### src/rtl/csd_encoder_param.sv
// Serial binary-to-CSD (NAF) encoder: one signed digit per clock, LSB first, early stop on zero residual.
// Nonzero digits are kept in a readback buffer alongside +/- masks and a nonzero count.
//
// state | meaning
// IDLE  | waiting for start; previous result held
// SCAN  | one digit per edge until the residual is zero
// DONE  | single-cycle done pulse, then back to IDLE
module csd_encoder_param #(
    parameter int WIDTH = 8,
    localparam int NDIG = WIDTH + 1,
    localparam int IDXW = $clog2(WIDTH + 2)
) (
    input  logic             clk,
    input  logic             reset,
    input  logic             start,
    input  logic             signedMode,
    input  logic [WIDTH-1:0] dataIn,
    input  logic [IDXW-1:0]  rdAddr,
    output logic             busy,
    output logic             done,
    output logic [IDXW-1:0]  nzCount,
    output logic             isZero,
    output logic [NDIG-1:0]  csdPos,
    output logic [NDIG-1:0]  csdNeg,
    output logic [IDXW-1:0]  rdPos,
    output logic             rdSign,
    output logic             rdValid
);

    localparam int XW   = WIDTH + 2;
    localparam int NBUF = 2 ** IDXW;

    typedef enum logic [1:0] {
        ST_IDLE,
        ST_SCAN,
        ST_DONE
    } state_t;

    state_t                  state_q;
    logic signed [XW-1:0]    x_q;
    logic signed [XW-1:0]    x_adj;
    logic signed [XW-1:0]    x_d;
    logic [IDXW-1:0]         pos_q;
    logic [IDXW-1:0]         nz_q;
    logic [NDIG-1:0]         csd_pos_q;
    logic [NDIG-1:0]         csd_neg_q;
    logic [NDIG-1:0]         pos_mask;
    logic                    done_q;
    logic                    busy_q;
    logic                    digit_wr;
    logic [IDXW-1:0]         buf_pos_q [NBUF];
    logic                    buf_sgn_q [NBUF];

    // x[1:0]==01 takes a +1 digit, 11 takes a -1 digit, so the residual is even before the shift.
    always_comb begin
        x_adj = x_q;
        if (x_q[0]) begin
            if (x_q[1]) begin
                x_adj = x_q + XW'(1);
            end else begin
                x_adj = x_q - XW'(1);
            end
        end
        x_d = x_adj >>> 1;
    end

    assign pos_mask = NDIG'(1) << pos_q;
    assign digit_wr = (state_q == ST_SCAN) && (x_q != '0) && x_q[0];

    always_ff @(posedge clk or negedge reset) begin
        if (!reset) begin
            state_q   <= ST_IDLE;
            x_q       <= '0;
            pos_q     <= '0;
            nz_q      <= '0;
            csd_pos_q <= '0;
            csd_neg_q <= '0;
            done_q    <= 1'b0;
            busy_q    <= 1'b0;
        end else begin
            case (state_q)
                ST_IDLE: begin
                    done_q <= 1'b0;
                    if (start) begin
                        if (signedMode) begin
                            x_q <= {{2{dataIn[WIDTH-1]}}, dataIn};
                        end else begin
                            x_q <= {2'b00, dataIn};
                        end
                        pos_q     <= '0;
                        nz_q      <= '0;
                        csd_pos_q <= '0;
                        csd_neg_q <= '0;
                        busy_q    <= 1'b1;
                        state_q   <= ST_SCAN;
                    end
                end
                ST_SCAN: begin
                    if (x_q == '0) begin
                        busy_q  <= 1'b0;
                        done_q  <= 1'b1;
                        state_q <= ST_DONE;
                    end else begin
                        x_q   <= x_d;
                        pos_q <= pos_q + IDXW'(1);
                        if (x_q[0]) begin
                            nz_q <= nz_q + IDXW'(1);
                            if (x_q[1]) begin
                                csd_neg_q <= csd_neg_q | pos_mask;
                            end else begin
                                csd_pos_q <= csd_pos_q | pos_mask;
                            end
                        end
                    end
                end
                ST_DONE: begin
                    done_q  <= 1'b0;
                    state_q <= ST_IDLE;
                end
                default: begin
                    done_q  <= 1'b0;
                    busy_q  <= 1'b0;
                    state_q <= ST_IDLE;
                end
            endcase
        end
    end

    // Buffer contents are don't-care after reset; rdValid masks stale entries.
    always_ff @(posedge clk) begin
        if (digit_wr) begin
            buf_pos_q[nz_q] <= pos_q;
            buf_sgn_q[nz_q] <= x_q[1];
        end
    end

    assign busy    = busy_q;
    assign done    = done_q;
    assign nzCount = nz_q;
    assign isZero  = (nz_q == '0);
    assign csdPos  = csd_pos_q;
    assign csdNeg  = csd_neg_q;
    assign rdPos   = buf_pos_q[rdAddr];
    assign rdSign  = buf_sgn_q[rdAddr];
    assign rdValid = (rdAddr < nz_q);

endmodule

### config.mk
export PLATFORM = sky130hd
export DESIGN_NAME = csd_encoder_param
export DESIGN_NICKNAME = d
export VERILOG_FILES = /design/src/rtl/csd_encoder_param.sv
export SDC_FILE = /design/constraint.sdc
export NUM_CORES = 1
export LEC_CHECK = 0
export CAP_MARGIN = 10
export CORE_AREA = 2 2 127 129
export DETAILED_ROUTE_END_ITERATION = 8
export DIE_AREA = 0 0 129 131
export HOLD_SLACK_MARGIN = 0.03
export PLACE_DENSITY_LB_ADDON = 0.12
export SLEW_MARGIN = 0
export SYNTH_ARGS = -nofsm -noshare
export SYNTH_HDL_FRONTEND = slang
export SYNTH_SLANG_ARGS = --single-unit
### constraint.sdc
create_clock -name clk -period 2.85 [get_ports clk]
set_input_delay 0.4275 -clock clk [delete_from_list [all_inputs] [get_ports clk]]
set_output_delay 0.4275 -clock clk [all_outputs]
set_load 0.01 [all_outputs]
==> impl_metrics.ini <==
[layout]
n_fill_cell = 1439
design.final.nets = 454
ff_latch_area_um2 = 3380
area_growth_syn_to_layout_pct = 25.4
antenna_cells_inserted = 0
layout.core_utilization_pct = 42.9
multi_input_area_um2 = 1840
mostFrequentLayoutCells = sky130_fd_sc_hd__edfxtp_1 (80), sky130_fd_sc_hd__dfrtp_1 (39), sky130_fd_sc_hd__clkdlybuf4s50_1 (38), sky130_fd_sc_hd__nor2_1 (35), sky130_fd_sc_hd__a21oi_1 (22)
mostFrequentLayoutCell = sky130_fd_sc_hd__edfxtp_1
drive_above_1_share_pct = 12.8

[logic_synthesis]
synthesized_instance_count = 355
postSynth.asyncResetShare_pct = 32.8
synth-seq-cells = 119
synth_nets = 391
syn-mean-instance-area_um2 = 15.0
synthMuxAreaShare_pct = 11.8
yosys_warnings = 0
main_combinational_cell_family_by_area_after_synthesis = multiplexers
synth-simple-area-share_pct = 9.34
synth.yosys.seq_area_share_pct = 63.3
mappedNetlistArea_um2 = 5330
number_of_enable_flip_flop_cells_after_synthesis = 80
postSynth.topFlopCell = sky130_fd_sc_hd__edfxtp_1
synth-compound-area-share_pct = 7.58
synth-adder-area-share_pct = 4.69
synth_cell_type_count = 44
post_synth_xor_area_fraction_pct = 1.15

[floorplan]
core_area_um2 = 15600
horiz_die_dim_um = 129
rows = 46
die_height_um = 131
floorplan.initialDensity_pct = 34.2
dieArea_um2 = 16900
ioPinCount = 47

[run]
max_cap_violations = 0

[clock_network]
clock-root-buffer = sky130_fd_sc_hd__clkbuf_16
worst_skew_pair.late_latency_ps = 420
clock_tree.buffer_depth = 2
cts_tree = yes
hold_buffers = 0
clock_sink_count = 119
postCtsSetupBuffers = 0
clock_tree.htree_level_count = 4
path_clk_slew_ps = 60
cts_made_buffers = 17

[routing]
drt.antenna.violating_nets = 0
drt-total-wl_um = 12700
drt_pre_antenna_iters = 4
route.detailed.drc = 0
wire_per_inst_um = 19.6
routed-via-count = 3158
viasPerCell = 4.88
detail_route.iter0.violations = 228

[setup_path]
path_max_fanout = 10
worst-setup-path-type = input pin to primary output
end_kind = primary output
cp_data_arrival_time_ps = 2250
critPathLaunchType = input pin
required_time_of_the_critical_path_ps = 2420

[outcome]
outcome = completed

[sta]
layout_setup_ws_ps = 176
fmaxAchievable_ghz = 0.374
finalSetupTns_ps = 0
setup_repair_after_global_routing_missed_its_margin = false
setup_viol = 0
tightest_pin_transition_ps = 931
final-max-slew-violation-count = 0
timing.clock.skew_ps = 9.39
layout_worst_path_cycle_share_pct = 93.8
finalCriticalPeriod_ps = 2670
max_slew_margin_pct = 37.9
final_hold_viol_count = 0

[pwr]
switching_power_w = 0.00240
comb_power_share_pct = 33.6
p_int_w = 0.00467
power_frac_clock_pct = 28.9
power_per_cell_area_nw_per_um2 = 1060
power.ir.vdd_worst_mv = 0.622
switching_share_pct = 34.0
seqPwrFrac_pct = 37.5
static-leakage-power_nw = 2.61

[grt]
antenna_found_initial = 0
all_layer_global_routing_usage_pct = 16.2
via_count_of_the_first_global_routing_pass = 3298
grt_start_max_net_pins = 40
gr-total-overflow = 0
global_route_wire_length_before_repair_um = 19600

[worst_hold_path]
hp-class = input pin to asynchronous set/reset pin

[placement]
place_congestion = 0.760
post-dp-hpwl_um = 8870
buffer_ports.inserted = 46
post-place-ws_ps = -281
==> cells by family (layout without fill, tap and decap cells) <==
kind of cell,count (synthesis),in the layout
compound gates,63,63
xor+xnor,7,7
fa+ha+maj,20,20
buf+inv,25,101
flops,119,119
mux,25,25
simple gates,96,96
==> flip-flops by register name (all words and copies together) (netlist names) <==
signal,count
buf_pos_q,64
buf_sgn_q,16
busy,1
csdNeg,9
csdPos,9
done,1
nzCount,4
pos_q,4
state_q,2
x_q,9
==> worst paths after layout <==
path	from	end	slack [ps]	cells after the start
max	rdAddr[0]	rdSign	180	5
min	reset	csdNeg[2]	150	1
max reg2reg	x_q[1]	x_q[6]	540	7
min reg2reg	busy	busy	480	2
max in group asynchronous	reset	nzCount[1]	2120	1
min in group clk	busy	busy	480	2
==> power groups by stage <==
stage	logic [W]	clock network (W)	registers, W
CTS	0.00241	0.00208	0.00266
global placement	0.00236	0	0.00269
floorplan	0.00142	0	0.00268
finish	0.00238	0.00205	0.00265
detailed placement	0.00240	0	0.00269
global route	0.00265	0.00217	0.00271
==> metrics by stage <==
stage	instance area (um^2)	std cells	hold slack, ps	total power, W
3_5_place_dp	6090	614	472	0.00509
3_3_place_gp	6090	614	477	0.00505
4_1_cts	6680	647	178	0.00715
2_1_floorplan	5330	355	132	0.00410
6_report	6690	647	149	0.00708
5_1_grt	6690	647	224	0.00753
==> synthesized netlist by cell type, types with 2 or more instances <==
cell	number	area, um^2
sky130_fd_sc_hd__a31oi_1	9	56.3
sky130_fd_sc_hd__nor2_1	35	131
sky130_fd_sc_hd__a21o_1	3	22.5
sky130_fd_sc_hd__nand3_1	2	10.0
sky130_fd_sc_hd__o22ai_1	2	12.5
sky130_fd_sc_hd__mux4_1	17	447
sky130_fd_sc_hd__ha_1	20	250
sky130_fd_sc_hd__o21ai_0	11	55.1
sky130_fd_sc_hd__edfxtp_1	80	2400
sky130_fd_sc_hd__nor2b_1	6	37.5
sky130_fd_sc_hd__o221ai_1	2	17.5
sky130_fd_sc_hd__dfrtp_1	39	976
sky130_fd_sc_hd__buf_6	2	22.5
sky130_fd_sc_hd__o21ai_2	2	17.5
sky130_fd_sc_hd__xnor2_1	6	52.6
sky130_fd_sc_hd__inv_1	12	45.0
sky130_fd_sc_hd__a221o_1	4	40.0
sky130_fd_sc_hd__a21oi_1	22	110
sky130_fd_sc_hd__nand2b_1	2	12.5
sky130_fd_sc_hd__buf_2	2	10.0
sky130_fd_sc_hd__and2_1	15	93.8
sky130_fd_sc_hd__clkbuf_1	7	26.3
sky130_fd_sc_hd__nand2_1	11	41.3
sky130_fd_sc_hd__and3_1	11	68.8
sky130_fd_sc_hd__nand4_1	2	12.5
sky130_fd_sc_hd__mux4_2	8	180
sky130_fd_sc_hd__nor3_1	6	30.0
==> final cells by class <==
class	count	share of cell area (%)
sequential	119	50.5
tap	216	4.04
timing repair buffer	57	8.81
inverter	12	0.674
multi-input combinational	211	27.5
clock inverter	13	1.96
clock buffer	19	6.47
==> worst max-delay path, cell delays in order <==
cell and delay (ps):
sky130_fd_sc_hd__clkdlybuf4s15_2 220, sky130_fd_sc_hd__bufbuf_16 290, sky130_fd_sc_hd__mux4_1 560, sky130_fd_sc_hd__mux4_2 450
sky130_fd_sc_hd__dlygate4sd2_1 290
==> layer usage <==
| metal | up-vias | share of wire [%] | GRT usage [%] |
|---|---|---|---|
| li1 | 1507 | - | - |
| met1 | 1570 | 46 | 21.0 |
| met2 | 68 | 49 | 27.1 |
| met3 | 13 | 3.9 | 3.83 |
| met4 | 0 | 1.1 | 5.56 |
| met5 | - | 0 | 0 |
==> repair_timing <==
| item | 4_1_cts | 5_1_grt |
|---|---|---|
| cloned | 1 | 0 |
| hold endpoints to repair | 0 | 0 |
| setup endpoints to repair | 6 | 2 |
| resized for setup | 7 | 2 |
No activity file was read; power rests on OpenSTA's default activity.
==> patch (same settings) <==
Change the parameter `WIDTH` from 8 to 4.
--- a/src/rtl/csd_encoder_param.sv
+++ b/src/rtl/csd_encoder_param.sv
@@ -6,7 +6,7 @@
 // SCAN  | one digit per edge until the residual is zero
 // DONE  | single-cycle done pulse, then back to IDLE
 module csd_encoder_param #(
-    parameter int WIDTH = 8,
+    parameter int WIDTH = 4,
     localparam int NDIG = WIDTH + 1,
     localparam int IDXW = $clog2(WIDTH + 2)
 ) (
Interface: changed (6 resized); port bits go from 47 to 32. No check against the original RTL was run, so the function may have changed too.
==> patch against the original RTL <==
Total power is 47% lower. Final area is 48% lower. Non-clock buffer count is 18 lower. Routed wire length is 50% lower. Via count is 48% lower. Area after synthesis is 51% lower. Worst hold slack better by 330 ps. Sequential cell count is 62 lower. Setup slack worse by 100 ps. Critical endpoint is now rdPos[1].
==> patch: results <==
metrics = {
    "setup_path": {
        "worst_path_max_delay_cell": "clkdlybuf4s50_1",
        "r2r-start": "x_q[0]$_DFFE_PN0P_",
        "crit_arrival_ps": 2350,
    },
    "logic_synthesis": {
        "async_flop_share": 0.4386,
        "yosys-top-cells-area": "edfxtp_1 (37%), dfrtp_1 (24%), mux4_2 (6.9%)",
        "synth.net_count": 217,
        "synth_cell_types": 42,
        "synth_common_cells": "edfxtp_1 (32), dfrtp_1 (25), nor2_1 (20)",
        "avgSynthCellArea_um2": 13.43,
        "synth_edf_count": 32,
    },
    "global_routing": {
        "grt_pass1_wl_um": 10630,
        "grt_start_max_net_pins": 26,
        "grt.total_usage": 0.08450,
    },
    "final_layout": {
        "nonClkBufAreaFrac": 0.1093,
        "final-instance-count-excl-fill": 457,
        "inv_count": 10,
        "nets": 260,
        "n_all_buffers": 39,
        "final_layout_size_suffix_gt1_frac": 0.1784,
        "top_regs": "buf_pos_q (24), buf_sgn_q (8)",
        "syn_to_final_growth_pct": 34.49,
        "nFillCells": 1656,
        "multiInputGateArea_um2": 940.9,
    },
    "route": {
        "wl_met1_um": 2992,
        "wl_per_cell_um": 13.81,
        "wl_met2_um": 2989,
    },
    "place": {
        "placed_area_mm2": 0.003218,
        "place.gp.congestion": 0.6651,
        "port_buffers": 31,
    },
    "power": {
        "pg_clk_mw": 1.03,
        "clock_power_share": 0.275,
        "p_leak_nw": 1.309,
    },
    "outcome": {
        "status": "completed",
    },
    "clocking": {
        "cts.sinks": 57,
        "h-tree-depth": 3,
    },
}
patch: layer usage:
layer,vias to the layer above,GRT usage
met5,-,0
met4,0,0.03069
met3,8,0.02972
met2,36,0.1357
met1,794,0.1055
li1,813,-
patch: path summary, 6_finish.rpt:
check / to / slack (ps) / cells after the start
worst min-delay path: csdNeg[0]$_DFFE_PN0P_ / 480 / 2
max in group asynchronous: x_q[0]$_DFFE_PN0P_ / 2110 / 2
worst min register to register: csdPos[2]$_DFFE_PN0P_ / 500 / 2
min in group clk: csdPos[2]$_DFFE_PN0P_ / 500 / 2
worst max-delay path: rdPos[1] / 70 / 5
worst max register to register: buf_pos_q[6][0]$_DFFE_PP_ / 810 / 2
patch: cells by family after synthesis:
family          Yosys count  share of synthesized area
xor+xnor                  1                   0.003363
flops                    57                     0.6090
simple gates             56                     0.1134
compound gates           38                    0.09463
mux                      13                    0.09222
buf+inv                  17                    0.02978
fa+ha+maj                12                    0.05764
